[config.mk]
export PLATFORM = sky130hd
export DESIGN_NAME = pipe_issue
export DESIGN_NICKNAME = d
export VERILOG_FILES = /design/src/rtl/pipe_issue.sv
export SDC_FILE = /design/constraint.sdc
export NUM_CORES = 1
export LEC_CHECK = 0
export ABC_AREA = 1
export BUFFER_PORTS_ARGS = -buffer_cell sky130_fd_sc_hd__clkbuf_2
export CAP_MARGIN = 20
export CELL_PAD_IN_SITES_DETAIL_PLACEMENT = 1
export CELL_PAD_IN_SITES_GLOBAL_PLACEMENT = 1
export CORE_ASPECT_RATIO = 0.5
export CORE_MARGIN = 2
export CORE_UTILIZATION = 44
export CTS_BUF_LIST = sky130_fd_sc_hd__clkbuf_4
export DETAILED_ROUTE_END_ITERATION = 12
export PLACE_DENSITY_LB_ADDON = 0.1
export SLEW_MARGIN = 20
export SYNTH_ARGS = -nofsm -noshare
export SYNTH_HDL_FRONTEND = slang
export SYNTH_SLANG_ARGS = --single-unit
[constraint.sdc]
create_clock -name clk1 -period 3 [get_ports clk1]
set_clock_uncertainty 0.2 [all_clocks]
set_input_delay 0.6 -clock clk1 [delete_from_list [all_inputs] [get_ports clk1]]
set_output_delay 0.6 -clock clk1 [all_outputs]
set_load 0.1 [all_outputs]
[src/rtl/pipe_issue.sv]
// In-order issue stage: small instruction FIFO feeding a RAW-hazard scoreboard interlock.
// Latency: an instruction pushed into an empty, hazard-free buffer is on out_* one edge later.
// Backpressure: in_ready drops when the buffer is full (registered occupancy only); no output stall.
module pipe_issue #(
    parameter int FIFO_DEPTH = 4,
    parameter int PIPE_LAT   = 3
) (
    input  logic       clk1,
    input  logic       rst_n,
    input  logic       in_valid,
    output logic       in_ready,
    input  logic [3:0] in_rs1,
    input  logic [3:0] in_rs2,
    input  logic [3:0] in_rd,
    input  logic [1:0] in_func,
    input  logic [7:0] in_addr,
    output logic       out_valid,
    output logic [3:0] out_rs1,
    output logic [3:0] out_rs2,
    output logic [3:0] out_rd,
    output logic [1:0] out_func,
    output logic [7:0] out_addr,
    output logic [7:0] stall_cnt,
    output logic [7:0] issue_cnt
);

    localparam int AW = $clog2(FIFO_DEPTH);
    localparam int EW = 22;
    localparam logic [AW:0] DEPTH_C = (AW+1)'(FIFO_DEPTH);

    // Entry layout: {rs1[21:18], rs2[17:14], rd[13:10], func[9:8], addr[7:0]}
    logic [EW-1:0]       mem_q [FIFO_DEPTH];
    logic [AW-1:0]       wr_ptr_q, rd_ptr_q;
    logic [AW:0]         occ_q, occ_d;
    logic [PIPE_LAT-1:0] sb_vld_q;
    logic [3:0]          sb_rd_q [PIPE_LAT];
    logic [7:0]          stall_cnt_q, stall_cnt_d;
    logic [7:0]          issue_cnt_q, issue_cnt_d;
    logic                out_valid_q;
    logic [EW-1:0]       out_dat_q;

    logic          push, issue, empty, hazard;
    logic [EW-1:0] head;

    assign empty    = (occ_q == '0);
    // Reset gating keeps the upstream from handing us data we would throw away.
    assign in_ready = rst_n && (occ_q < DEPTH_C);
    assign push     = in_valid && in_ready;
    assign head     = mem_q[rd_ptr_q];
    assign issue    = !empty && !hazard;

    // Source-vs-destination match of the head against every in-flight producer.
    always_comb begin
        hazard = 1'b0;
        for (int i = 0; i < PIPE_LAT; i++) begin
            if (sb_vld_q[i] && ((sb_rd_q[i] == head[21:18]) || (sb_rd_q[i] == head[17:14])))
                hazard = 1'b1;
        end
        hazard = hazard && !empty;
    end

    // Next occupancy and counter values.
    always_comb begin
        occ_d = occ_q;
        if (push && !issue)
            occ_d = occ_q + (AW+1)'(1);
        else if (!push && issue)
            occ_d = occ_q - (AW+1)'(1);
        stall_cnt_d = stall_cnt_q;
        if (hazard && (stall_cnt_q != 8'hFF))
            stall_cnt_d = stall_cnt_q + 8'd1;
        issue_cnt_d = issue ? issue_cnt_q + 8'd1 : issue_cnt_q;
    end

    // Buffer storage; contents are don't-care while invalid, so no reset.
    always_ff @(posedge clk1) begin
        if (push)
            mem_q[wr_ptr_q] <= {in_rs1, in_rs2, in_rd, in_func, in_addr};
    end

    // Buffer pointers and occupancy; pointers wrap naturally at the power-of-two depth.
    always_ff @(posedge clk1 or negedge rst_n) begin
        if (!rst_n) begin
            wr_ptr_q <= '0;
            rd_ptr_q <= '0;
            occ_q    <= '0;
        end else begin
            if (push)
                wr_ptr_q <= wr_ptr_q + AW'(1);
            if (issue)
                rd_ptr_q <= rd_ptr_q + AW'(1);
            occ_q <= occ_d;
        end
    end

    // Scoreboard shift: slot 0 takes the issued rd or a bubble every edge.
    always_ff @(posedge clk1 or negedge rst_n) begin
        if (!rst_n) begin
            sb_vld_q <= '0;
            for (int i = 0; i < PIPE_LAT; i++)
                sb_rd_q[i] <= '0;
        end else begin
            for (int i = PIPE_LAT - 1; i > 0; i--) begin
                sb_vld_q[i] <= sb_vld_q[i-1];
                sb_rd_q[i]  <= sb_rd_q[i-1];
            end
            sb_vld_q[0] <= issue;
            sb_rd_q[0]  <= issue ? head[13:10] : 4'd0;
        end
    end

    // Issue register and statistics counters.
    always_ff @(posedge clk1 or negedge rst_n) begin
        if (!rst_n) begin
            out_valid_q <= 1'b0;
            out_dat_q   <= '0;
            stall_cnt_q <= '0;
            issue_cnt_q <= '0;
        end else begin
            out_valid_q <= issue;
            out_dat_q   <= issue ? head : '0;
            stall_cnt_q <= stall_cnt_d;
            issue_cnt_q <= issue_cnt_d;
        end
    end

    assign out_valid = out_valid_q;
    assign out_rs1   = out_dat_q[21:18];
    assign out_rs2   = out_dat_q[17:14];
    assign out_rd    = out_dat_q[13:10];
    assign out_func  = out_dat_q[9:8];
    assign out_addr  = out_dat_q[7:0];
    assign stall_cnt = stall_cnt_q;
    assign issue_cnt = issue_cnt_q;

endmodule
-- Yosys cells after proc, flatten, opt, wreduce, memory -nomap -nowiden
Memory sizes are Yosys's and may differ from the RTL's.
Index checks and enable logic that the tools add are counted.
- register bits: 61
- latch bits: 0
- RAM bits: 88
- ROM bits: 0
- input bits: 25
- output and inout bits: 40
- memories: 1
- $add $sub $neg: 6
- $mul: 0
- div/mod/pow operators: 0
- order comparisons: 1
- equality and inequality tests: 7
- shifts and indexed selects: 0
- muxes and demuxes: 9
- bitwise gates (word level): 0
- reductions and logical operators: 19
- memories (name ; depth ; width ; rd ports ; clocked after Yosys merged registers in ; wr ports ; line ; text):
    mem_q ; 4 ; 22 ; 1 ; 0 ; 1 ; 32 ; logic [EW-1:0] mem_q [FIFO_DEPTH];
- operators with widths (operator ; number):
    $eq 4x4->1 ; 6
    $mux 22 ; 1
    $add 8x1->8 const B ; 2
    $logic_and 1x1->1 ; 10
    $ne 8x8->1 const B ; 1
    $mux 3 ; 2
    $mux 1 ; 5
    $add 2x1->2 const B ; 2
    $logic_not 1->1 ; 4
    $mux 4 ; 1
    $add 3x1->3 const B ; 1
    $logic_not 3->1 ; 1
    $logic_or 1x1->1 ; 3
    $lt 3x3->1 const B ; 1
    $sub 3x1->3 const B ; 1
    $reduce_bool 2->1 ; 1

-- Logic depth before layout (Yosys ltp)
An unclocked memory read counts as a cell.
- depth in word-level cells: 13
- gate-level depth with buffers: 21
- gate-level depth less buffers: 20

-- Worst setup path after synthesis
No wires, ideal clock.
- path type: input port to flip-flop
- from: in rst_n
- to: mem mem_q[0][0] (enable)
- setup time: 0.401 ns
- arrival time: 3.360 ns
- slack: -0.961 ns
- stages on the path: 4
- buffers on the path: 0
- cells stage by stage: inv_1 nor2_1 nand2_1 nor2_1
- word-level cells in the longest chain between the ends: 4
- RTL lines (item ; line ; text):
    start: declaration ; 9 ; input logic rst_n,
    $logic_and 1x1->1 ; 47 ; assign in_ready = rst_n && (occ_q < DEPTH_C);
    named net in_ready ; 11 ; output logic in_ready,
    $logic_and 1x1->1 ; 48 ; assign push = in_valid && in_ready;
    $mux 1 ; 77 ; if (push)
    $mux 1 (implied by the code) ; 78 ; mem_q[wr_ptr_q] <= {in_rs1, in_rs2, in_rd, in_func, in_addr};
    end: declaration ; 32 ;
The timed path passes the listed nets, and every way through them passes these cells.

-- Worst setup path in the final report
- from: reg rd_ptr_q[0]
- to: reg occ_q[2]
- word-level cells in the longest chain between the ends: 13
- elaborated cells on any way between the ends: 24
- RTL lines (item ; line ; text):
    start: declaration ; 33 ; logic [AW-1:0] wr_ptr_q, rd_ptr_q;
    start signal: assignment ; 91 ; rd_ptr_q <= rd_ptr_q + AW'(1);
    $mem_v2 4x22 * ; - ;
    $eq 4x4->1 ; 56 ; if (sb_vld_q[i] && ((sb_rd_q[i] == head[21:18]) || (sb_rd_q[i] == head[17:14])))
    $logic_or 1x1->1 ; 56 ;
    $logic_and 1x1->1 ; 56 ;
    $mux 1 (2 in series) ; 56 ;
    $mux 1 * ; 56 ;
    $logic_and 1x1->1 * ; 59 ; hazard = hazard && !empty;
    $logic_not 1->1 * ; 50 ; assign issue = !empty && !hazard;
    $logic_and 1x1->1 * ; 50 ;
    $logic_not 1->1 ; 65 ; if (push && !issue)
    $logic_and 1x1->1 ; 65 ;
    $mux 3 or $reduce_bool 2->1 (tied branches) ; - ;
    end signal: assignment ; 86 ; occ_q <= '0;
    end signal: assignment ; 92 ; occ_q <= occ_d;
    end: declaration ; 34 ; logic [AW:0] occ_q, occ_d;
Mark *: on every way between the ends. The rest lies on a longest branch, timed or not.
A chain may end at the register's enable or synchronous reset.

==> results.json <==
{
  "grt_pass1_vias": 4261,
  "multi_input_area_um2": 2000,
  "yosys.area.top_type": "edfxtp_1",
  "r2r_setup_slack_ps": 130,
  "clk_latency_ps": 550,
  "synth-seq-area-share_pct": 65.7,
  "critical_path_required_ps": 3240,
  "die-area_um2": 15000,
  "critPathMaxStageDelay_ps": 460,
  "dieWidth_um": 171,
  "cpMaxStageDelayCell": "dfrtp_2",
  "fin_ws_ps": 132,
  "worstPathMaxFanout": 6,
  "wl_met1_um": 6700,
  "wl_met2_um": 6760,
  "wl_met3_um": 741,
  "synth_nets": 590,
  "cts_tree": "done",
  "stdcell_count": 850,
  "num_io_pins": 65,
  "top_layer_used": "met4",
  "core_area_um2": 13600,
  "antenna_left": 0,
  "synth_warnings": 0,
  "max_slew_margin_pct": 47.4,
  "r2r-end": "occ_q[2]$_DFFE_PN0P_",
  "synthTopCellsByArea": "edfxtp_1 (43%), dfrtp_1 (23%), nand2_1 (11%)",
  "syn_area_per_cell_um2": 11.0,
  "cts_max_level": 4,
  "rows": 30,
  "viasPerCell": 4.98,
  "clock-sinks": 144,
  "critPathKind": "flip-flop to flip-flop",
  "syn_area_um2": 6150,
  "hold_viol_final": 0,
  "final_max_slew_viol_count": 0,
  "cts_hold_buffers": 0,
  "crit_cells": 19,
  "period_minus_slack_ps": 2870,
  "nNetsFinal": 678,
  "cts-buffers-inserted": 17,
  "num_vias": 4233,
  "path_delay_family": "simple AND/OR/NAND/NOR gates",
  "clkTransAtPathRegs_ps": 130,
  "drive_gt1_share_pct": 29.0,
  "ctsLongestPathBuffers": 2,
  "cp-start-kind": "flip-flop",
  "final_cell_mix": "nand2_1 (170), edfxtp_1 (88), clkbuf_2 (62)",
  "overflow": 0,
  "drt_first_pass_iters": 4,
  "place_congestion": 0.814,
  "ys_types": 26,
  "dp_slack_ps": -120,
  "drcViolationCount": 0,
  "nFillCells": 1506,
  "die_h_um": 87.6,
  "setup_viol": 0,
  "wire_per_inst_um": 16.8,
  "synth_seq_cells": 144,
  "antenna_found_initial": 0,
  "finalCritPeriodShare_pct": 95.6,
  "crit_arrival_ps": 3110,
  "initial_core_util_pct": 45.3,
  "run_status": "complete, no violations",
  "max_freq_mhz": 349,
  "drt_iter0_drc": 245,
  "dpl-instance-area_um2": 6720,
  "r2r-start": "rd_ptr_q[0]$_DFFE_PN0N_",
  "io_buffer_count": 64,
  "grt_start_max_net_pins": 57,
  "cp-end-kind": "flip-flop",
  "dp_cells": 806,
  "routed_wl_um": 14300,
  "cts-root-buf": "clkbuf_4",
  "track_usage_pct": 20.1,
  "maxCapViolCount": 0,
  "reg2reg_depth": 19,
  "syn_inst": 557,
  "tightestPinTransition_ps": 788,
  "layout_commonest_cell": "nand2_1",
  "crit_chain": "buf_12, buf_12, nand2_1, nand3_4, nand3_1, nand2_1, nor2_2, nand2_1, nand2_2, nand2_2, nand2_2, nor2_4, nand2_4, ha_4, inv_2, fa_2, a21oi_2, o21ai_1, xor2_1",
  "syn_to_final_growth_pct": 19.9,
  "num_antenna_cells": 0,
  "yosysTopAreaCellShare_pct": 43.0,
  "place_hpwl_um": 9010,
  "hold_class": "primary input to async pin",
  "final_cell_area_um2": 7370,
  "critical_path_buf_inv_count": 3,
  "grt_pass1_wl_um": 22400,
  "area.sequential_um2": 4050
}
registers in the layout, summed over array words and instances, names as in the netlist:
register   count
mem_q         88
rd_ptr_q       2
out_dat_q     22
sb_vld_q       3
stall_cnt      8
sb_rd_q        8
occ_q          3
issue_cnt      8
wr_ptr_q       2
per-stage QoR:
step	utilization (%)	setup TNS, ps	hold WS, ps
2_1_floorplan	-	0	104
3_3_place_gp	49.5	0	173
3_5_place_dp	49.5	-120	178
4_1_cts	53.1	0	24.2
5_1_grt	54.3	-42.7	11.4
6_report	54.3	0	12.5
worst max path at each step:
| stage | startpoint | end |
|---|---|---|
| global placement | rd_ptr_q[0]$_DFFE_PN0N_ | occ_q[2]$_DFFE_PN0P_ |
| finish | rd_ptr_q[0]$_DFFE_PN0N_ | occ_q[2]$_DFFE_PN0P_ |
| floorplan | rst_n | occ_q[2]$_DFFE_PN0P_ |
| global route | rd_ptr_q[0]$_DFFE_PN0N_ | occ_q[2]$_DFFE_PN0P_ |
| CTS | rd_ptr_q[0]$_DFFE_PN0N_ | occ_q[2]$_DFFE_PN0P_ |
| detailed placement | rd_ptr_q[0]$_DFFE_PN0N_ | occ_q[2]$_DFFE_PN0P_ |
cell usage after synthesis:
library cell and instances:
nor2_1 25, nand4_1 10, buf_1 2, nand3b_1 2, buf_6 6, inv_1 31
nor2_2 16, nand3_1 46, ha_1 7, o21ai_0 2, a32o_1 14, nand2_4 1
a21oi_1 16, inv_2 3, xor2_1 12, fa_1 1, clkbuf_1 9, xnor2_1 4
nor2_4 1, dfrtp_1 56, nand2_1 182, buf_4 6, nand2_2 4, nor3_1 3
edfxtp_1 88, nand3_2 10
cell families (layout without fill, tap and decap cells):
family	count (synthesis)	in the layout	share of synthesized area, %
buffers and inverters	57	158	4.58
adder cells (fa/ha/maj)	8	8	1.75
AO/OA/AOI/OAI	32	32	3.74
flip-flops	144	144	65.7
XOR/XNOR	16	16	2.28
AND/OR/NAND/NOR	300	300	21.9
area by class of cell:
type                       count  area share [%]
clock inverter                14            2.63
sequential                   144            54.9
multi-input combinational    356            27.2
timing repair buffer          92            8.28
inverter                      34            1.97
clock buffer                  18            1.83
tap                          192            3.26
worst register-to-register path: stages (launching register included):
cell     delay (ps)
dfrtp_2         460
buf_12          150
buf_12          130
nand2_1         120
nand3_4         120
nand3_1         110
nand2_1          70
nor2_2          120
nand2_1          70
nand2_2          80
nand2_2          60
nand2_2          80
nor2_4           40
nand2_4          60
ha_4            120
inv_2            50
fa_2            370
a21oi_2         120
o21ai_1          80
xor2_1          140
repair_timing:
item / CTS / global route
pin swaps: 2 / 10
gates resized for setup: 21 / 26
setup endpoints to repair: 2 / 2
buffers inserted: 3 / 7
cloned: 2 / 0
routing by layer:
metal	vias up	global-route usage, %
met5	-	0
li1	2057	-
met2	80	33.2
met3	12	5.02
met4	0	6.24
met1	2084	26.6
Power is not shown: default switching activity piles up to over one toggle a cycle in this logic, so the estimate is an artifact.
